$ cat src/rtl/vgroup_uop_sequencer.sv
// Vector LMUL group micro-op sequencer: latches one decoded vector instruction and
// issues one micro-op per register of its group over a valid/ready handshake.
module vgroup_uop_sequencer #(
  parameter int unsigned OPW = 6
) (
  input  logic           clk,
  input  logic           rst,
  input  logic           flush,
  input  logic           in_valid,
  output logic           in_ready,
  input  logic [OPW-1:0] in_op,
  input  logic [4:0]     in_raA,
  input  logic [4:0]     in_raB,
  input  logic [4:0]     in_rdest,
  input  logic [2:0]     in_lmul,
  output logic           uop_valid,
  input  logic           uop_ready,
  output logic [OPW-1:0] uop_op,
  output logic [4:0]     uop_raA,
  output logic [4:0]     uop_raB,
  output logic [4:0]     uop_rdest,
  output logic [2:0]     uop_idx,
  output logic           uop_last,
  output logic           stall_fetch,
  output logic           illegal
);

  typedef enum logic [0:0] {StIdle, StIssue} state_e;

  state_e         state_q, state_d;
  logic [OPW-1:0] op_q, op_d;
  logic [4:0]     ra_a_q, ra_a_d;
  logic [4:0]     ra_b_q, ra_b_d;
  logic [4:0]     rd_q, rd_d;
  logic [2:0]     last_idx_q, last_idx_d;
  logic [2:0]     idx_q, idx_d;
  logic           illegal_q, illegal_d;

  logic           lmul_ok;
  logic [2:0]     lmul_last;
  logic           in_legal;
  logic           is_last;

  // lmul_last doubles as the alignment mask for the base registers.
  always_comb begin
    lmul_ok   = 1'b1;
    lmul_last = 3'd0;
    case (in_lmul)
      3'b000:  lmul_last = 3'd0;
      3'b001:  lmul_last = 3'd1;
      3'b010:  lmul_last = 3'd3;
      3'b011:  lmul_last = 3'd7;
      default: lmul_ok   = 1'b0;
    endcase
  end

  assign in_legal = lmul_ok
                  && ((in_raA[2:0] & lmul_last) == 3'd0)
                  && ((in_raB[2:0] & lmul_last) == 3'd0)
                  && ((in_rdest[2:0] & lmul_last) == 3'd0);

  assign is_last = (idx_q == last_idx_q);

  always_comb begin
    state_d    = state_q;
    op_d       = op_q;
    ra_a_d     = ra_a_q;
    ra_b_d     = ra_b_q;
    rd_d       = rd_q;
    last_idx_d = last_idx_q;
    idx_d      = idx_q;
    illegal_d  = 1'b0;
    if (flush) begin
      state_d = StIdle;
      idx_d   = 3'd0;
    end else begin
      unique case (state_q)
        StIdle: begin
          if (in_valid) begin
            if (in_legal) begin
              state_d    = StIssue;
              op_d       = in_op;
              ra_a_d     = in_raA;
              ra_b_d     = in_raB;
              rd_d       = in_rdest;
              last_idx_d = lmul_last;
              idx_d      = 3'd0;
            end else begin
              illegal_d = 1'b1;
            end
          end
        end
        StIssue: begin
          if (uop_ready) begin
            if (is_last) begin
              state_d = StIdle;
              idx_d   = 3'd0;
            end else begin
              idx_d = idx_q + 3'd1;
            end
          end
        end
        default: state_d = StIdle;
      endcase
    end
  end

  always_ff @(posedge clk) begin
    if (rst) begin
      state_q    <= StIdle;
      op_q       <= '0;
      ra_a_q     <= 5'd0;
      ra_b_q     <= 5'd0;
      rd_q       <= 5'd0;
      last_idx_q <= 3'd0;
      idx_q      <= 3'd0;
      illegal_q  <= 1'b0;
    end else begin
      state_q    <= state_d;
      op_q       <= op_d;
      ra_a_q     <= ra_a_d;
      ra_b_q     <= ra_b_d;
      rd_q       <= rd_d;
      last_idx_q <= last_idx_d;
      idx_q      <= idx_d;
      illegal_q  <= illegal_d;
    end
  end

  assign in_ready    = (state_q == StIdle);
  assign uop_valid   = (state_q == StIssue);
  assign uop_op      = op_q;
  assign uop_raA     = ra_a_q + {2'b00, idx_q};
  assign uop_raB     = ra_b_q + {2'b00, idx_q};
  assign uop_rdest   = rd_q + {2'b00, idx_q};
  assign uop_idx     = idx_q;
  // Gated so that uop_last reads 0 out of reset and between groups.
  assign uop_last    = uop_valid && is_last;
  assign stall_fetch = (state_q == StIssue) || (in_valid && !in_ready);
  assign illegal     = illegal_q;

endmodule
$ cat config.mk
export PLATFORM = sky130hd
export DESIGN_NAME = vgroup_uop_sequencer
export DESIGN_NICKNAME = d
export VERILOG_FILES = /design/src/rtl/vgroup_uop_sequencer.sv
export SDC_FILE = /design/constraint.sdc
export NUM_CORES = 1
export LEC_CHECK = 0
export ABC_AREA = 1
export BUFFER_PORTS_ARGS = -buffer_cell sky130_fd_sc_hd__buf_2
export CORE_MARGIN = 1.5
export CORE_UTILIZATION = 46
export CTS_BUF_LIST = sky130_fd_sc_hd__clkbuf_8
export CTS_CLUSTER_DIAMETER = 100
export CTS_CLUSTER_SIZE = 24
export DETAILED_ROUTE_END_ITERATION = 16
export PLACE_DENSITY = 0.75
export SLEW_MARGIN = 0
export SYNTH_ARGS = -nofsm -noshare
export SYNTH_HDL_FRONTEND = slang
export SYNTH_SLANG_ARGS = --single-unit
$ cat constraint.sdc
create_clock -name clk -period 1.6 [get_ports clk]
set_input_delay 0.32 -clock clk [delete_from_list [all_inputs] [get_ports clk]]
set_output_delay 0.32 -clock clk [all_outputs]
set_load 0.01 [all_outputs]
======== After elaboration in Yosys (flattened, before gate mapping) ========
Index checks and enable logic that the tools add are counted.
operators by class
  add/sub/neg operators ................... 4
  eq/ne operators ......................... 7
  mux-type cells .......................... 13
  bitwise operators ....................... 6
  reduce and logical (&&, ||, !) cells .... 15
operators with widths
  kind                                                    count
  adder 5 x 3 -> 5 bit                                    3
  zero test 3 bit                                         4
  2-to-1 mux 3 bit                                        4
  bitwise AND 3 bit                                       3
  one-hot mux 3 bit (3 select lines)                      1
  OR reduction 4 bit                                      2
  == test 3 x 2 -> 1 bit (second input constant)          2
  2-to-1 mux 1 bit                                        6
  one-hot mux 3 bit (2 select lines)                      1
  logical AND 1 bit                                       5
  inequality test 2 bit (second input constant)           2
  AND reduction 4 bit                                     1
  adder 3 x 1 -> 3 bit (second input constant)            1
  == test 3 x 1 -> 1 bit (second input constant)          1
  == test 3 bit                                           1
  NOT 1 bit                                               3
  AND reduction 3 bit                                     1
  inequality test 2 x 1 -> 1 bit (second input constant)  1
  one-hot mux 1 bit (2 select lines)                      1
  OR reduction 2 bit                                      1
  logical OR 1 bit                                        1
word-level totals
  bits in registers ....................... 29
  input port bits ......................... 29
  output and inout port bits .............. 29
  logic and storage cells ................. 53

======== Logic depth before layout (Yosys ltp) ========
Gate-level depths: netlist of the first run.
  word-level depth ........................ 10
  depth in mapped cells ................... 10
  depth with buffers taken out ............ 9

======== Worst setup path before layout of the first run ========
OpenSTA, ideal clock, no wires.
  path type ............................... reg2out
  start ................................... register idx_q[1] (netlist: uop_idx[1])
  end ..................................... output uop_raB[4]
  arrival ................................. 1.532 ns
  required time ........................... 1.280 ns
  slack ................................... -0.252 ns
  cell stages (with the launch flop) ...... 5
  path buffers ............................ 0
  path through ............................ dfxtp_1 inv_1 fa_1 o22ai_1 xor2_1
on the way
  cells in the longest elaborated chain, start to end .. 1
RTL lines
  what                      RTL line  text
  start: declaration        36        logic [2:0] idx_q, idx_d;
  start signal: assignment  125       idx_q <= idx_d;
  adder 5 x 3 -> 5 bit      134       assign uop_raB = ra_b_q + {2'b00, idx_q};
  end: declaration          20        output logic [4:0] uop_raB,
Every way passes these cells.

======== Final worst setup path of the first run ========
  start ................................... register idx_q[0] (netlist: uop_idx[0])
  end ..................................... output uop_raB[4]
The elaborated chain is that of the path after synthesis.

==> results_dict.tcl, run 1 <==
set metrics [dict create \
    htreeDepth 2 \
    tightest_slew_ps 371.2 \
    fillers 256 \
    critPathKind "flop to output pin" \
    hold_buffers 0 \
    finalMaxSlewViolations 0 \
    numCtsBuffers 5 \
    fp-row-count 21 \
    route.detailed.drc 0 \
    grt_max_degree 24 \
    cts-root-buf "clkbuf_8" \
    coreArea_um2 3390 \
    grt_pass1_wl_um 7238 \
    synthCells 224 \
    setup_viol 13 \
    ys_types 25 \
    yosys_warnings 0 \
    cpPeakStageDelay_ps 400 \
    wirelength_um 4692 \
    syn2layout_area_growth_pct 48.68 \
    firstDrtPassIters 4 \
    ios 58 \
    startpoint_type "flop" \
    fmax_mhz 485.0 \
    synth_nets 266 \
    grt_pass1_vias 1601 \
    hold_violations 0 \
    rsz0062_at_grt "yes" \
    antenna_found_initial 0 \
    cp_max_fo 4 \
    cts_tree "built" \
    min_path_type "primary input to flop" \
    fin_skew_ps 5.089 \
    port-buffer-count 57 \
    dieArea_um2 3979 \
    layout.area.seq_um2 593.1 \
    diodes 0 \
    end_kind "output pin" \
    insertion_delay_ps 270 \
    combinationalPowerShare_pct 8.6 \
    cts_sinks 29 \
    clk_pin_slew_ps 60 \
    fin_crit_sh_pct 128.9 \
    ys_seq_area_share_pct 34.97 \
    fin_ws_ps -461.7 \
    crit_path_top_delay_cell "dfxtp_4" \
    period_needed_ps 2062 \
    worstPathArrival_ps 1740 \
    dp_hpwl_um 2951 \
    cap_viol_max_count 0 \
    total_power_w 0.001813 \
    ys_seq_elements 29 \
    viasPerCell 5.064 \
    switchingPower_w 0.0004008 \
    clock_tree.buffer_depth 2 \
    ant_nets 0 \
    final_nets 337 \
    first_iter_violations 73 \
    syn_area_per_cell_um2 7.412 \
    tns_ps -3207 \
    syn_area_um2 1660 \
    grt_use_total_pct 22.82 \
    drive_above_1_share_pct 42.23 \
    place_area_um2 2082 \
    p_seq_share_pct 40.5 \
    via_count 1732 \
    clkPwrFrac_pct 50.9 \
    hold_ws_ps 280.5 \
    die_width_um 63.08 \
    final_area_um2 2469 \
    die_y_um 63.08 \
    slew-limit-headroom_pct 75.25 \
    outcome "finished with violations" \
    leakagePower_nw 1.199 \
    gr-total-overflow 0 \
    multi_input_comb_area_um2 1106 \
    wire_per_inst_um 13.72 \
    p_int_w 0.001412 \
    power.density_nw_per_um2 734.4 \
    violations "setup timing" \
    swShare_pct 22.11 \
    post-route-util_pct 72.83 \
    irDropWorstVdd_mv 0.7796 \
    path_cells "ha_4, inv_2, fa_2, o22ai_2, xor2_1, buf_2" \
    critPathRequiredTime_ps 1280 \
    initial_core_util_pct 48.98 \
    place_congestion 0.8008 \
]
## layout by cell type, fill, tap and decap left out, drive strengths merged, types with 2 or more instances in the layout
master,instances
inv,29
buf,74
nand2,49
o22ai,3
a21oi,24
ha,10
nand3,11
nor2,18
o21ai,2
clkbuf,5
nor3,2
xor2,6
bufinv,2
xnor2,6
dfxtp,29
nand4,19
fa,3
clkinv,2
## critical path: cells and delay by family, from the launching register on
family / cells / cell delay, ps
compound gates: 1 / 150
xor+xnor: 1 / 190
fa+ha+maj: 2 / 520
buf+inv: 2 / 210
flops: 1 / 400
## per-stage QoR
stage | worst slack [ps] | std cells
finish | -461.7 | 342
global route | -481.1 | 342
CTS | -370.8 | 337
detailed placement | -69.60 | 328
global placement | -38.20 | 328
floorplan | -2.791 | 224
## area by class of cell
class	instances	area share, %
inverters	30	4.562
clock inverters	3	2.636
repair buffers	74	18.85
clock buffers	5	2.788
flip-flops and latches	29	24.02
well taps	46	2.331
multi-input cells	155	44.80
## cell usage after synthesis (all sizes together)
cell type	instances	area [um2]
nand2	49	186.4
buf	7	48.79
dfxtp	29	580.6
o22ai	3	18.77
clkbuf	3	11.26
clkinv	1	3.750
nand4	19	125.1
nor3	2	10.01
or2	1	6.260
nand3	11	55.05
xor2	6	52.55
ha	10	125.1
nor4	1	6.260
nor2	18	67.56
inv	29	108.9
a21oi	24	131.4
o21ai	2	10.01
fa	3	60.06
xnor2	6	52.55
## path summary, 6_finish.rpt
kind	end	cells past startpoint	slack, ps	start
worst max-delay path	uop_raB[4]	6	-460	uop_idx[0]
worst max register to register	uop_idx[2]	7	110	uop_idx[0]
worst min register to register	uop_op[5]	2	470	uop_op[5]
worst min-delay path	ra_a_q[3]	3	280	in_raA[3]
## state kept, by name, summed over array words and instances, names as in the netlist
name        flops
ra_b_q          5
rd_q            5
ra_a_q          5
uop_idx         3
last_idx_q      3
uop_op          6
illegal         1
uop_valid       1
## per-layer routing
metal	vias to the layer above	wire [um]	track usage, %
met5	-	0	0
met2	53	2331	39.49
met1	801	2135	29.31
met3	2	205	4.464
li1	876	-	-
met4	0	19	5.000
## logic make-up after synthesis
group / after synthesis / share of synthesized area, %
simple gates: 101 / 27.51
xor+xnor: 12 / 6.330
buf+inv: 40 / 10.40
compound gates: 29 / 9.646
flops: 29 / 34.97
fa+ha+maj: 13 / 11.15
## power groups by stage
stage                     clock network, W  logic [W]  registers (W)
final                             0.000922   0.000156       0.000735
after global routing              0.000962   0.000173       0.000735
after CTS                         0.000922   0.000151       0.000734
after detailed placement                 0   0.000149       0.000751
after global placement                   0   0.000147       0.000750
after floorplan                          0  0.0000763       0.000751
## what timing repair did
item,in CTS,in global routing
pin swaps,11,14
gates resized for setup,20,18
endpoints found under the setup margin,13,13
buffers inserted,1,5
No activity file was read; power rests on OpenSTA's default activity.
==> run 2, diff against run 1 <==
--- a/config.mk
+++ b/config.mk
@@ -13,6 +13,7 @@
 export CTS_CLUSTER_DIAMETER = 100
 export CTS_CLUSTER_SIZE = 24
 export DETAILED_ROUTE_END_ITERATION = 16
+export MAX_ROUTING_LAYER = met4
 export PLACE_DENSITY = 0.75
 export SLEW_MARGIN = 0
 export SYNTH_ARGS = -nofsm -noshare
==> run 2 against run 1 <==
The flow still finishes with violations (setup timing). Sequential power is essentially flat. Critical path type unchanged. Largest power group unchanged. Via count is the same. Routed wire length decreased by 0.68%. Global-route usage is 0.68 points higher. Final area stayed put. Critical endpoint unchanged. Hold slack is essentially flat. Register-to-register slack barely moved.
==> results_dict.tcl, run 2 (synthesized netlist as in run 1, its figures left out) <==
set metrics [dict create \
    outcome "finished with violations" \
    violations "setup timing" \
    drive_above_1_share_pct 42.23 \
    clock_tree.buffer_depth 2 \
    grt_use_total_pct 23.50 \
    swShare_pct 21.78 \
    fmax_mhz 484.8 \
    final_cell_mix "buf_2, nand2_1, a21oi_1, dfxtp_1, inv_1" \
    cp_max_fo 4 \
    gr-total-overflow 0 \
    die_width_um 63.08 \
    dp_cells 328 \
    cap_viol_max_count 0 \
    dp_hpwl_um 2951 \
    largest_reg_flops 6 \
    die_y_um 63.08 \
    fin_skew_ps 6.757 \
    wirelength_um 4660 \
    cts_sinks 29 \
    r2r_cells 7 \
    combinationalPowerShare_pct 8.6 \
    critPathRequiredTime_ps 1280 \
    path_cells "ha_4, inv_2, fa_2, o22ai_2, xor2_1, buf_2" \
    cpPeakStageDelay_ps 400 \
    initial_core_util_pct 48.98 \
    leakagePower_nw 1.199 \
    coreArea_um2 3390 \
    crit_family "adder cells" \
    end_kind "output pin" \
    clk_pin_slew_ps 60 \
    total_power_w 0.001805 \
    power.density_nw_per_um2 731.3 \
    grt_pass1_wl_um 7245 \
    hold_buffers 0 \
    dieArea_um2 3979 \
    r2r-start "uop_idx[0]" \
    startpoint_type "flop" \
    numCtsBuffers 5 \
    worstPathArrival_ps 1740 \
    wire_per_inst_um 13.63 \
    slew-limit-headroom_pct 75.40 \
    post-route-util_pct 72.83 \
    ios 58 \
    irDropWorstVdd_mv 0.7798 \
    cts-root-buf "clkbuf_8" \
    firstDrtPassIters 4 \
    insertion_delay_ps 270 \
    final_nets 337 \
    holdPathEnd "ra_a_q[3]" \
    finalMaxSlewViolations 0 \
    regToRegSetupSlack_ps 110 \
    fillers 256 \
    fin_ws_ps -462.8 \
    grt_max_degree 24 \
    via_count 1732 \
    hold_start "in_raA[3]" \
    hold_ws_ps 280.6 \
    min_path_type "primary input to flop" \
    viasPerCell 5.064 \
    antenna_found_initial 0 \
    critPathKind "flop to output pin" \
    cts_tree "built" \
    holdPathStages 3 \
    rsz0062_at_grt "yes" \
    route.detailed.drc 0 \
    final_common_cell "buf_2" \
    htreeDepth 2 \
    port-buffer-count 57 \
    fin_crit_sh_pct 128.9 \
    ant_nets 0 \
    crit_buf_inv 2 \
    hold_violations 0 \
    final_cells 342 \
    diodes 0 \
    switchingPower_w 0.0003932 \
    fp-row-count 21 \
    grt_pass1_vias 1604 \
    setup_viol 13 \
    first_iter_violations 54 \
    period_needed_ps 2063 \
    p_int_w 0.001412 \
    syn2layout_area_growth_pct 48.68 \
    rr_endpoint "uop_idx[2]" \
    p_seq_share_pct 40.7 \
    tightest_slew_ps 369.0 \
    clkPwrFrac_pct 50.7 \
    place_congestion 0.8124 \
    crit_path_top_delay_cell "dfxtp_4" \
]
-- run 2: timing repair --
item	CTS	global route
gates cloned	0	0
gates resized for setup	20	18
pin swaps	11	14
endpoints found under the setup margin	13	13
setup buffers	1	5
-- run 2: worst register-to-register path, cell delays in order (launching register included) --
cell and delay [ps]:
dfxtp_4 380, buf_4 150, buf_6 120, buf_4 130, ha_1 190, or2_2 270, nand3_1 80, a21oi_1 60
-- run 2: area by class of cell --
cell class                 count  area [um2]  area share [%]
clock buffer                   5       68.82           2.788
clock inverter                 3       65.06           2.636
inverter                      30       112.6           4.562
multi-input combinational    155        1106           44.80
sequential                    29       593.1           24.02
tap                           46       57.56           2.331
timing repair buffer          74       465.4           18.85
-- run 2: how the worst max path moves through the flow --
stage,slack [ps],cells past startpoint,endpoint,from
2_1_floorplan,-3,5,uop_raB[4],uop_idx[0]
3_3_place_gp,-40,6,uop_rdest[4],uop_idx[0]
3_5_place_dp,-70,6,uop_rdest[4],uop_idx[0]
4_1_cts,-370,6,uop_raB[4],uop_idx[0]
5_1_grt,-480,6,uop_raB[4],uop_idx[0]
6_report,-460,6,uop_raB[4],uop_idx[0]
-- run 2: power groups by stage --
stage | clock [W] | combinational [W] | sequential (W)
floorplan | 0 | 0.0000763 | 0.000751
global placement | 0 | 0.000147 | 0.000750
detailed placement | 0 | 0.000149 | 0.000751
CTS | 0.000922 | 0.000151 | 0.000734
global route | 0.000964 | 0.000173 | 0.000735
finish | 0.000915 | 0.000156 | 0.000735
-- run 2: through the flow --
step	TNS, ps	worst slack [ps]	cell area (um2)
after CTS	-3195	-370.8	2356
after global placement	-78.70	-38.20	2082
final	-3207	-462.8	2469
after detailed placement	-133.2	-69.60	2082
after floorplan	-4.430	-2.791	1692
after global routing	-3868	-481.1	2469
-- run 2: per-layer routing --
metal	track usage, %	routed length [um]	vias to the layer above
met3	3.750	187	4
met2	39.63	2295	52
met5	-	0	-
met4	5.000	32	0
met1	29.75	2144	798
li1	-	-	878
==> run 3, diff against run 2 <==
--- a/config.mk
+++ b/config.mk
@@ -7,8 +7,10 @@
 export LEC_CHECK = 0
 export ABC_AREA = 1
 export BUFFER_PORTS_ARGS = -buffer_cell sky130_fd_sc_hd__buf_2
+export CELL_PAD_IN_SITES_DETAIL_PLACEMENT = 1
+export CELL_PAD_IN_SITES_GLOBAL_PLACEMENT = 1
 export CORE_MARGIN = 1.5
-export CORE_UTILIZATION = 46
+export CORE_UTILIZATION = 32
 export CTS_BUF_LIST = sky130_fd_sc_hd__clkbuf_8
 export CTS_CLUSTER_DIAMETER = 100
 export CTS_CLUSTER_SIZE = 24
==> run 3 against run 2 <==
The flow still finishes with violations (setup timing). Register-to-register slack barely moved. Clock-buffer cell count did not move. Total power fell by 17%. Clock skew fell by 1.1 ps. Setup slack improved by 89 ps. Combinational power rose by 3%. Die area rose by 41%. Sequential cell count did not move. Critical endpoint is now uop_rdest[4].
==> results_dict.tcl, run 3 (synthesized netlist as in run 1, its figures left out) <==
set metrics [dict create \
    outcome "finished with violations" \
    violations "setup timing" \
    cp_max_fo 4 \
    irDropWorstVdd_mv 0.3653 \
    power.density_nw_per_um2 632.7 \
    rr_endpoint "uop_idx[0]" \
    final_common_cell "buf_2" \
    critPathRequiredTime_ps 1280 \
    layout.area.seq_um2 589.3 \
    path_cells "ha_2, inv_1, fa_2, o22ai_2, xor2_1, buf_2" \
    startpoint_type "flop" \
    port-buffer-count 57 \
    final_cells 366 \
    crit_path_top_delay_cell "dfxtp_4" \
    fp-row-count 26 \
    finalMaxSlewViolations 0 \
    multi_input_comb_area_um2 1051 \
    critPathCapture "uop_rdest[4]" \
    gr-total-overflow 0 \
    grt_pass1_wl_um 8107 \
    fin_skew_ps 5.675 \
    htreeDepth 2 \
    r2r_cells 9 \
    drive_above_1_share_pct 37.84 \
    setup_viol 13 \
    hold_ws_ps 255.0 \
    regToRegSetupSlack_ps 120 \
    cts_tree "built" \
    largest_reg_flops 6 \
    initial_core_util_pct 32.93 \
    dp_cells 355 \
    cts_sinks 29 \
    crit_family "adder cells" \
    grt_use_total_pct 20.01 \
    period_needed_ps 1974 \
    fin_ws_ps -373.8 \
    dieArea_um2 5630 \
    r2r-start "uop_idx[2]" \
    hold_violations 0 \
    route.detailed.drc 0 \
    post-route-util_pct 46.72 \
    ant_nets 0 \
    tightest_slew_ps 408.6 \
    ios 58 \
    dp_hpwl_um 3571 \
    numCtsBuffers 5 \
    fmax_mhz 506.6 \
    worstPathArrival_ps 1650 \
    cpPeakStageDelay_ps 370 \
    die_y_um 75.03 \
    fillers 654 \
    grt_max_degree 25 \
    die_width_um 75.03 \
    critPathKind "flop to output pin" \
    slew-limit-headroom_pct 72.76 \
    cap_viol_max_count 0 \
    rsz0062_at_grt "yes" \
    via_count 1739 \
    place_congestion 0.8852 \
    fin_crit_sh_pct 123.4 \
    viasPerCell 4.751 \
    clock_tree.buffer_depth 2 \
    place_area_um2 2122 \
    insertion_delay_ps 290 \
    coreArea_um2 5042 \
    crit_buf_inv 2 \
    antenna_found_initial 0 \
    final_nets 337 \
    syn2layout_area_growth_pct 41.90 \
    cts-root-buf "clkbuf_8" \
    final_area_um2 2356 \
    final_cell_mix "buf_2, nand2_1, inv_1, dfxtp_1, a21oi_1" \
    end_kind "output pin" \
    grt_pass1_vias 1705 \
    path_depth 6 \
    firstDrtPassIters 4 \
    worstSetupStartpoint "uop_idx[0]" \
    wirelength_um 5087 \
    place_ws_ps -67.11 \
    diodes 0 \
    leakagePower_nw 1.176 \
    min_path_type "primary input to flop" \
    clk_pin_slew_ps 70 \
    first_iter_violations 57 \
    wire_per_inst_um 13.90 \
]
[run 3: cell count changes in the layout (fill, tap and decap cells not counted), sizes merged]
cell / change
inv: +1
clkinv: +1
bufinv: -2
[run 3: metrics by stage]
step	power (W)	TNS, ps
final	0.001491	-3306
after global routing	0.001560	-4393
after CTS	0.001500	-3386
after detailed placement	0.0009070	-153.6
after global placement	0.0009044	-116.3
after floorplan	0.0008274	-4.430
[run 3: what timing repair did]
| item | in CTS | in global routing |
|---|---|---|
| gates resized for setup | 14 | 6 |
| endpoints found under the hold margin | 0 | 0 |
| endpoints found under the setup margin | 13 | 13 |
| hold buffers | 0 | 0 |
| pin swaps | 5 | 5 |
| buffers inserted | 1 | 3 |
[run 3: cell type report]
cell class / count / share of cell area (%)
clock inverters: 3 / 0.5842
flip-flops and latches: 29 / 25.01
inverters: 30 / 4.780
clock buffers: 5 / 2.921
well taps: 70 / 3.717
repair buffers: 74 / 18.37
multi-input cells: 155 / 44.61
[run 3: how the worst min path moves through the flow]
stage / endpoint / slack, ps / start / depth (start not counted)
after floorplan: ra_a_q[0] / 450 / ra_a_q[0] / 2
after global placement: uop_op[5] / 450 / uop_op[5] / 2
after detailed placement: uop_op[0] / 460 / uop_op[0] / 2
after CTS: ra_b_q[3] / 260 / in_raB[3] / 3
after global routing: ra_b_q[3] / 270 / in_raB[3] / 3
final: ra_b_q[3] / 260 / in_raB[3] / 3
[run 3: report_power, final]
group	leakage [nW]	switching (W)	internal (W)
sequential	0.236	0.00000664	0.000727
combinational	0.891	0.0000956	0.0000658
clock	0.0491	0.000301	0.000295
total	1.18	0.000403	0.00109
[run 3: worst reg2reg max path: stages, from the launching register on]
cell     delay, ps
dfxtp_4        420
buf_6          130
xnor2_2        100
nand3_1        120
buf_4          140
buf_4          120
nand2_1         50
inv_1           60
o21ai_0        170
a21oi_1         60
[run 3: per-layer routing]
layer  wire (um)  up-vias  global-route usage (%)
met5           0        -                       -
met4          62        0                   5.455
met3         219        6                   5.221
met2        2497       39                   32.65
met1        2308      818                   24.44
li1            -      876                       -
